**config.mk**
```make
export PLATFORM = sky130hd
export DESIGN_NAME = serial_add_ctrl
export DESIGN_NICKNAME = d
export VERILOG_FILES = /design/src/rtl/arith_pkg.sv /design/src/rtl/serial_add_ctrl_full_adder.sv /design/src/rtl/serial_add_ctrl.sv
export SDC_FILE = /design/constraint.sdc
export NUM_CORES = 1
export LEC_CHECK = 0
export BUFFER_PORTS_ARGS = -buffer_cell sky130_fd_sc_hd__buf_2
export CAP_MARGIN = 0
export CORE_ASPECT_RATIO = 1.25
export CORE_UTILIZATION = 59
export DETAILED_ROUTE_END_ITERATION = 12
export PLACE_DENSITY = 0.83
export SLEW_MARGIN = 20
export SYNTH_ARGS = -nofsm -noshare
export SYNTH_HDL_FRONTEND = slang
export SYNTH_SLANG_ARGS = --single-unit
```
**constraint.sdc**
```tcl
create_clock -name clk -period 4.2 [get_ports clk]
set_input_delay 0.84 -clock clk [delete_from_list [all_inputs] [get_ports clk]]
set_output_delay 0.84 -clock clk [all_outputs]
set_load 0.01 [all_outputs]
```
**src/rtl/arith_pkg.sv**
```systemverilog
// ---------------------------------------------------------------------------
// arith_pkg
// Shared definitions for the ARITHMETIC group blocks.
//   state_e   : sequencing FSM states (IDLE / RUN / DONE)
//   cnt_width : bit counter width for a WIDTH-bit serial operation,
//               $clog2(WIDTH) with a floor of one bit
// ---------------------------------------------------------------------------
package arith_pkg;

  typedef enum logic [1:0] {
    IDLE = 2'd0,
    RUN  = 2'd1,
    DONE = 2'd2
  } state_e;

  // The counter only needs to reach WIDTH-1, so $clog2(WIDTH) bits suffice.
  function automatic int cnt_width(input int width);
    return (width < 2) ? 1 : $clog2(width);
  endfunction

endpackage

```
**src/rtl/serial_add_ctrl_full_adder.sv**
```systemverilog
// ---------------------------------------------------------------------------
// full_adder
// One-bit full adder cell.
//   in0, in1 : addend bits
//   in2      : carry in
//   sum      : in0 ^ in1 ^ in2
//   carry    : majority(in0, in1, in2)
// ---------------------------------------------------------------------------
module full_adder (
  input  logic in0,
  input  logic in1,
  input  logic in2,
  output logic sum,
  output logic carry
);

  assign sum   = in0 ^ in1 ^ in2;
  assign carry = (in0 & in1) | (in0 & in2) | (in1 & in2);

endmodule

```
**src/rtl/serial_add_ctrl.sv**
```systemverilog
// ---------------------------------------------------------------------------
// serial_add_ctrl
// Bit-serial adder/subtractor: one full adder cell is stepped across a
// WIDTH-bit operand pair, LSB first, one bit per clock.
//
// Parameters
//   WIDTH      operand/result width, 2..32
// Ports
//   clk        rising-edge clock
//   rst_n      asynchronous active-low reset
//   start      request, sampled only in IDLE
//   a, b       operands, captured on an accepted start
//   sub        1 = A-B, captured on an accepted start
//   busy       high while the operation is running
//   done       one-cycle pulse, result valid
//   sum        result, held until the next result is produced
//   carry_out  carry out of the MSB (subtraction: 1 = no borrow)
//   overflow   signed overflow (carry into MSB ^ carry out of MSB)
//
// Build option
//   SERIAL_ADD_SUB_EN : when defined, sub selects two's-complement
//                       subtraction; otherwise sub is ignored (add only).
// ---------------------------------------------------------------------------
module serial_add_ctrl
  import arith_pkg::*;
#(
  parameter int WIDTH = 8
) (
  input  logic             clk,
  input  logic             rst_n,
  input  logic             start,
  input  logic [WIDTH-1:0] a,
  input  logic [WIDTH-1:0] b,
  input  logic             sub,
  output logic             busy,
  output logic             done,
  output logic [WIDTH-1:0] sum,
  output logic             carry_out,
  output logic             overflow
);

  localparam int CW = cnt_width(WIDTH);
  localparam logic [CW-1:0] LAST_BIT = CW'(WIDTH - 1);

  state_e           state_q, state_d;
  logic [WIDTH-1:0] opa_q, opa_d;
  logic [WIDTH-1:0] opb_q, opb_d;
  logic             carry_q, carry_d;
  logic [CW-1:0]    cnt_q, cnt_d;
  logic [WIDTH-1:0] res_q, res_d;
  logic [WIDTH-1:0] sum_q, sum_d;
  logic             cout_q, cout_d;
  logic             ovf_q, ovf_d;

  // Operand B and carry-in as loaded at start.
  logic [WIDTH-1:0] b_load;
  logic             cin_load;

`ifdef SERIAL_ADD_SUB_EN
  // Subtraction is A + ~B + 1.
  assign b_load   = b ^ {WIDTH{sub}};
  assign cin_load = sub;
`else
  logic unused_sub;
  assign unused_sub = sub;
  assign b_load     = b;
  assign cin_load   = 1'b0;
`endif

  logic fa_sum;
  logic fa_carry;

  full_adder u_fa (
    .in0   (opa_q[0]),
    .in1   (opb_q[0]),
    .in2   (carry_q),
    .sum   (fa_sum),
    .carry (fa_carry)
  );

  always_comb begin
    state_d = state_q;
    opa_d   = opa_q;
    opb_d   = opb_q;
    carry_d = carry_q;
    cnt_d   = cnt_q;
    res_d   = res_q;
    sum_d   = sum_q;
    cout_d  = cout_q;
    ovf_d   = ovf_q;

    case (state_q)
      IDLE: begin
        if (start) begin
          opa_d   = a;
          opb_d   = b_load;
          carry_d = cin_load;
          cnt_d   = '0;
          res_d   = '0;
          state_d = RUN;
        end
      end

      RUN: begin
        // Sum bits enter at the MSB so the LSB lands in bit 0 after WIDTH shifts.
        res_d   = {fa_sum, res_q[WIDTH-1:1]};
        opa_d   = opa_q >> 1;
        opb_d   = opb_q >> 1;
        carry_d = fa_carry;
        cnt_d   = cnt_q + CW'(1);
        if (cnt_q == LAST_BIT) begin
          // carry_q here is the carry into the MSB.
          sum_d   = {fa_sum, res_q[WIDTH-1:1]};
          cout_d  = fa_carry;
          ovf_d   = carry_q ^ fa_carry;
          cnt_d   = '0;
          state_d = DONE;
        end
      end

      DONE: begin
        state_d = IDLE;
      end

      default: begin
        state_d = IDLE;
      end
    endcase
  end

  always_ff @(posedge clk or negedge rst_n) begin
    if (!rst_n) begin
      state_q <= IDLE;
      opa_q   <= '0;
      opb_q   <= '0;
      carry_q <= 1'b0;
      cnt_q   <= '0;
      res_q   <= '0;
      sum_q   <= '0;
      cout_q  <= 1'b0;
      ovf_q   <= 1'b0;
    end else begin
      state_q <= state_d;
      opa_q   <= opa_d;
      opb_q   <= opb_d;
      carry_q <= carry_d;
      cnt_q   <= cnt_d;
      res_q   <= res_d;
      sum_q   <= sum_d;
      cout_q  <= cout_d;
      ovf_q   <= ovf_d;
    end
  end

  assign busy      = (state_q == RUN);
  assign done      = (state_q == DONE);
  assign sum       = sum_q;
  assign carry_out = cout_q;
  assign overflow  = ovf_q;

endmodule

```
Yosys cells after proc, flatten, opt, wreduce, memory -nomap -nowiden --
Cells that the tools add are included.
Cells by class: reduce and logical (&&, ||, !) cells 5, bitwise logic cells 8, multiplexer cells 14, add/sub/neg operators 1, eq/ne operators 5
Operators with widths (number):
- $pmux 8 s2 | 3
- $mux 8 | 3
- $mux 3 | 2
- $pmux 3 s2 | 1
- $reduce_and 2->1 | 3
- $mux 2 | 2
- $pmux 2 s2 | 1
- $add 3x1->3 const B | 1
- $and 1x1->1 | 3
- $eq 3x3->1 const B | 1
- $xor 1x1->1 | 3
- $eq 2x1->1 const B | 1
- $eq 2x2->1 const B | 1
- $logic_not 2->1 | 1
- $ne 2x1->1 const B | 1
- $ne 2x2->1 const B | 1
- $or 1x1->1 | 2
- $pmux 1 s2 | 1
- $reduce_bool 2->1 | 1
- $mux 1 | 1
Storage, ports and cells: input bits 20, word-level logic and storage cells 42, output and inout port bits 12, bits in registers 40

Depth between registers and ports, before layout --
depth after elaboration 4, depth in mapped cells 5, gate-level depth less buffers 4

By module --
Synthesis repeated with hierarchy kept, for this count alone.
Second synthesis, totals: cells, all modules 139, area total of the unflattened synthesis 1667.8 um^2
By module, submodules not included:
- serial_add_ctrl | cells an instance 138, seq. area each 975.9 um^2, area each 1647.8 um^2, instances 1
- full_adder | cells an instance 1, seq. area each 0.0 um^2, area each 20.0 um^2, instances 1

Worst setup path after synthesis --
OpenSTA, ideal clock, no wires.
path kind flip-flop to output port, start register state_q[1], end output port done, arrival 0.935 ns, setup slack 2.425 ns, cell stages (with the launch flop) 4, cells stage by stage dfrtp_1 buf_6 clkbuf_1 nor2b_1
On the way: longest elaborated chain between the ends 1
RTL lines:
- start, declared | line serial_add_ctrl.sv:45 | state_e state_q, state_d;
- start signal, assigned | line serial_add_ctrl.sv:143 | state_q <= state_d;
- $eq 2x2->1 | line serial_add_ctrl.sv:156 | assign done = (state_q == DONE);
- end, declared | line serial_add_ctrl.sv:36 | output logic done,
No other way between the ends.

Final worst setup path --
start register state_q[0], end output port busy
On the way: longest elaborated chain between the ends 1
RTL lines:
- $eq 2x1->1 | line serial_add_ctrl.sv:155 | assign busy = (state_q == RUN);
- end, declared | line serial_add_ctrl.sv:35 | output logic busy,
No other way between the ends.

==> impl_metrics.ini <==
[clock_tree]
ctsResizeCount = 0
hold_buffers = 0
worstSkewPairLatency_ps = 340
root_buffer = clkbuf_4
clk_pin_slew_ps = 110
cts_setup_buffers = 0
htree_num_levels = 2
clk_path_buf_depth = 2
numCtsBuffers = 5
cts_tree = built
clkSinkCount = 39

[synthesis]
synth.top_cell.area_share_pct = 52.0
synth_edf_count = 0
ys_types = 30
synthCells = 153
yosysSeqAreaShare_pct = 52.0
synth_area_leaders = dfrtp_1 52%, nor4b_1 6.5%, mux2_4 5.6%
syn_nets = 176
syn-cell-area_mm2 = 0.00188
ys.flop_type = dfrtp_1
synth_top_cell_by_area = dfrtp_1
ys_ff_latch = 39
syn_avg_cell_area_um2 = 12.3
synthArstFlopShare_pct = 100
yosysWarnings = 0

[timing]
tightest_slew_ps = 845
hold_viol = 0
fin_ws_ps = 1700
max_freq_mhz = 399
finalClockSkew_ps = 9.16
rsz0062_at_grt = no
min_period_ps = 2500
setup_viol = 0
drv_slew = 0
max_slew_margin_pct = 43.7
hold_slack_ps = 501
fin_tns_setup_ps = 0
finalCritPeriodShare_pct = 59.6

[final_layout]
layout_commonest_cell = dfrtp_1
diodes = 0
stdcell_area_mm2 = 0.00208
drive_above_1_share_pct = 28.5
final_cell_mix = 39 x dfrtp_1, 30 x buf_2, 20 x inv_1
nFillCells = 226
syn_to_final_growth_pct = 10.7
nets = 201

[global_route]
grt_pass1_wl_um = 5730
grt_pass1_vias = 1327
antenna_found_initial = 0
overflow = 0
grt_use_total_pct = 22.8
grt_max_degree = 40

[place]
dpl.hpwl_um = 2080
io_buffers = 30
dp_slack_ps = 2070
dpl_cell_area_mm2 = 0.00199
gp_congestion = 0.730

[critical_path]
critPathRequiredTime_ps = 3360
cp-start-kind = flop
crit_arrival_ps = 1660
rrSetupSlack_ps = 2660
crit_path_end_kind = output pin
path_class = reg -> out
worstRegToRegCells = 4
cp_max_fo = 36

[routing]
vias = 1259
first_iter_violations = 36
drcViolationCount = 0
firstDrtPassIters = 4
viasPerCell = 5.86
routed_wl_um = 3190
ant_nets = 0
routedWlPerCell_um = 14.8

[die]
die_h_um = 65.0
dieArea_mm2 = 0.00341
ios = 32
start_util_pct = 63.1
core_mm2 = 0.00297
die_w_um = 52.4
rows = 22

[run_status]
status = finished, final reports clean

[power_and_ir_drop]
peakVddDrop_mv = 0.531
power_density_mw_per_mm2 = 723
leakage_nw = 1.03

[flow_run]
max-cap-violations = 0

[min_path]
hold_depth = 1
worstHoldPathType = reg -> reg
-- stage by stage --
step	std cells	util (%)	total power, W
floorplan	153	-	0.00112
global placement	207	67.0	0.00121
detailed placement	207	67.0	0.00125
CTS	215	69.9	0.00152
global route	215	69.9	0.00162
finish	215	69.9	0.00150
-- sequential cells by signal, summed over array words and instances, names as in the netlist --
| name | flops |
|---|---|
| opa_q | 8 |
| opb_q | 8 |
| sum | 8 |
| res_q | 7 |
| cnt_q | 3 |
| state_q | 2 |
| carry_out | 1 |
| carry_q | 1 |
| overflow | 1 |
-- path summary, 6_finish.rpt --
check	endpoint	from
max	busy	state_q[0]$_DFFE_PN0P_
min	opa_q[7]$_DFFE_PN0P_	opa_q[7]$_DFFE_PN0P_
max reg2reg	sum[0]$_DFFE_PN0P_	cnt_q[0]$_DFFE_PN0P_
min reg2reg	opa_q[7]$_DFFE_PN0P_	opa_q[7]$_DFFE_PN0P_
max in group asynchronous	sum[1]$_DFFE_PN0P_	rst_n
min in group asynchronous	sum[5]$_DFFE_PN0P_	rst_n
-- per-layer routing --
metal / routed length (µm) / track usage [%]
met1: 1430 / 26.5
met2: 1600 / 40.3
met3: 126 / 7.04
met5: 0 / 0
met4: 36 / 4.93
-- critical path, stage by stage, from the launching register on --
cell	delay, ps
dfrtp_1	340
buf_4	320
nand2b_1	160
inv_1	290
buf_2	200
-- power by group --
group / internal [W] / switching (W) / total, W
combinational: 0.000295 / 0.000304 / 0.000599
sequential: 0.000548 / 0.0000963 / 0.000644
clock: 0.000141 / 0.000118 / 0.000258
-- cells by family (layout without fill, tap and decap cells) --
| group | Yosys count | count (layout) | share of synthesized area (%) |
|---|---|---|---|
| DFF | 39 | 39 | 52.0 |
| and+or+nand+nor | 37 | 37 | 15.8 |
| buffers and inverters | 34 | 60 | 9.07 |
| AOI/OAI and AO/OA | 29 | 29 | 12.9 |
| muxes | 10 | 10 | 7.27 |
| adders and majority gates | 3 | 3 | 2.40 |
| xor gates and xnor gates | 1 | 1 | 0.467 |
-- cell type report --
type	count	area [µm²]	area share [%]
Timing Repair Buffer	32	165	7.95
Clock inverter	2	35.0	1.69
Inverter	20	75.1	3.61
Tap cell	36	45.0	2.17
Sequential cell	39	976	47.0
Clock buffer	6	51.3	2.47
Multi-Input combinational cell	80	729	35.1
-- synth_stat cells, types with 2 or more instances --
cell type and count:
nand2b_1 3, clkbuf_1 3, mux2_4 7, ha_1 2
buf_2 4, mux2i_1 2, a22o_1 9, dfrtp_1 39
buf_6 3, inv_1 20, a211oi_1 13, buf_4 4
nor3b_1 13, o2bb2ai_1 2, nor4b_1 14
Note: power is estimated with default switching activity, not from simulation.
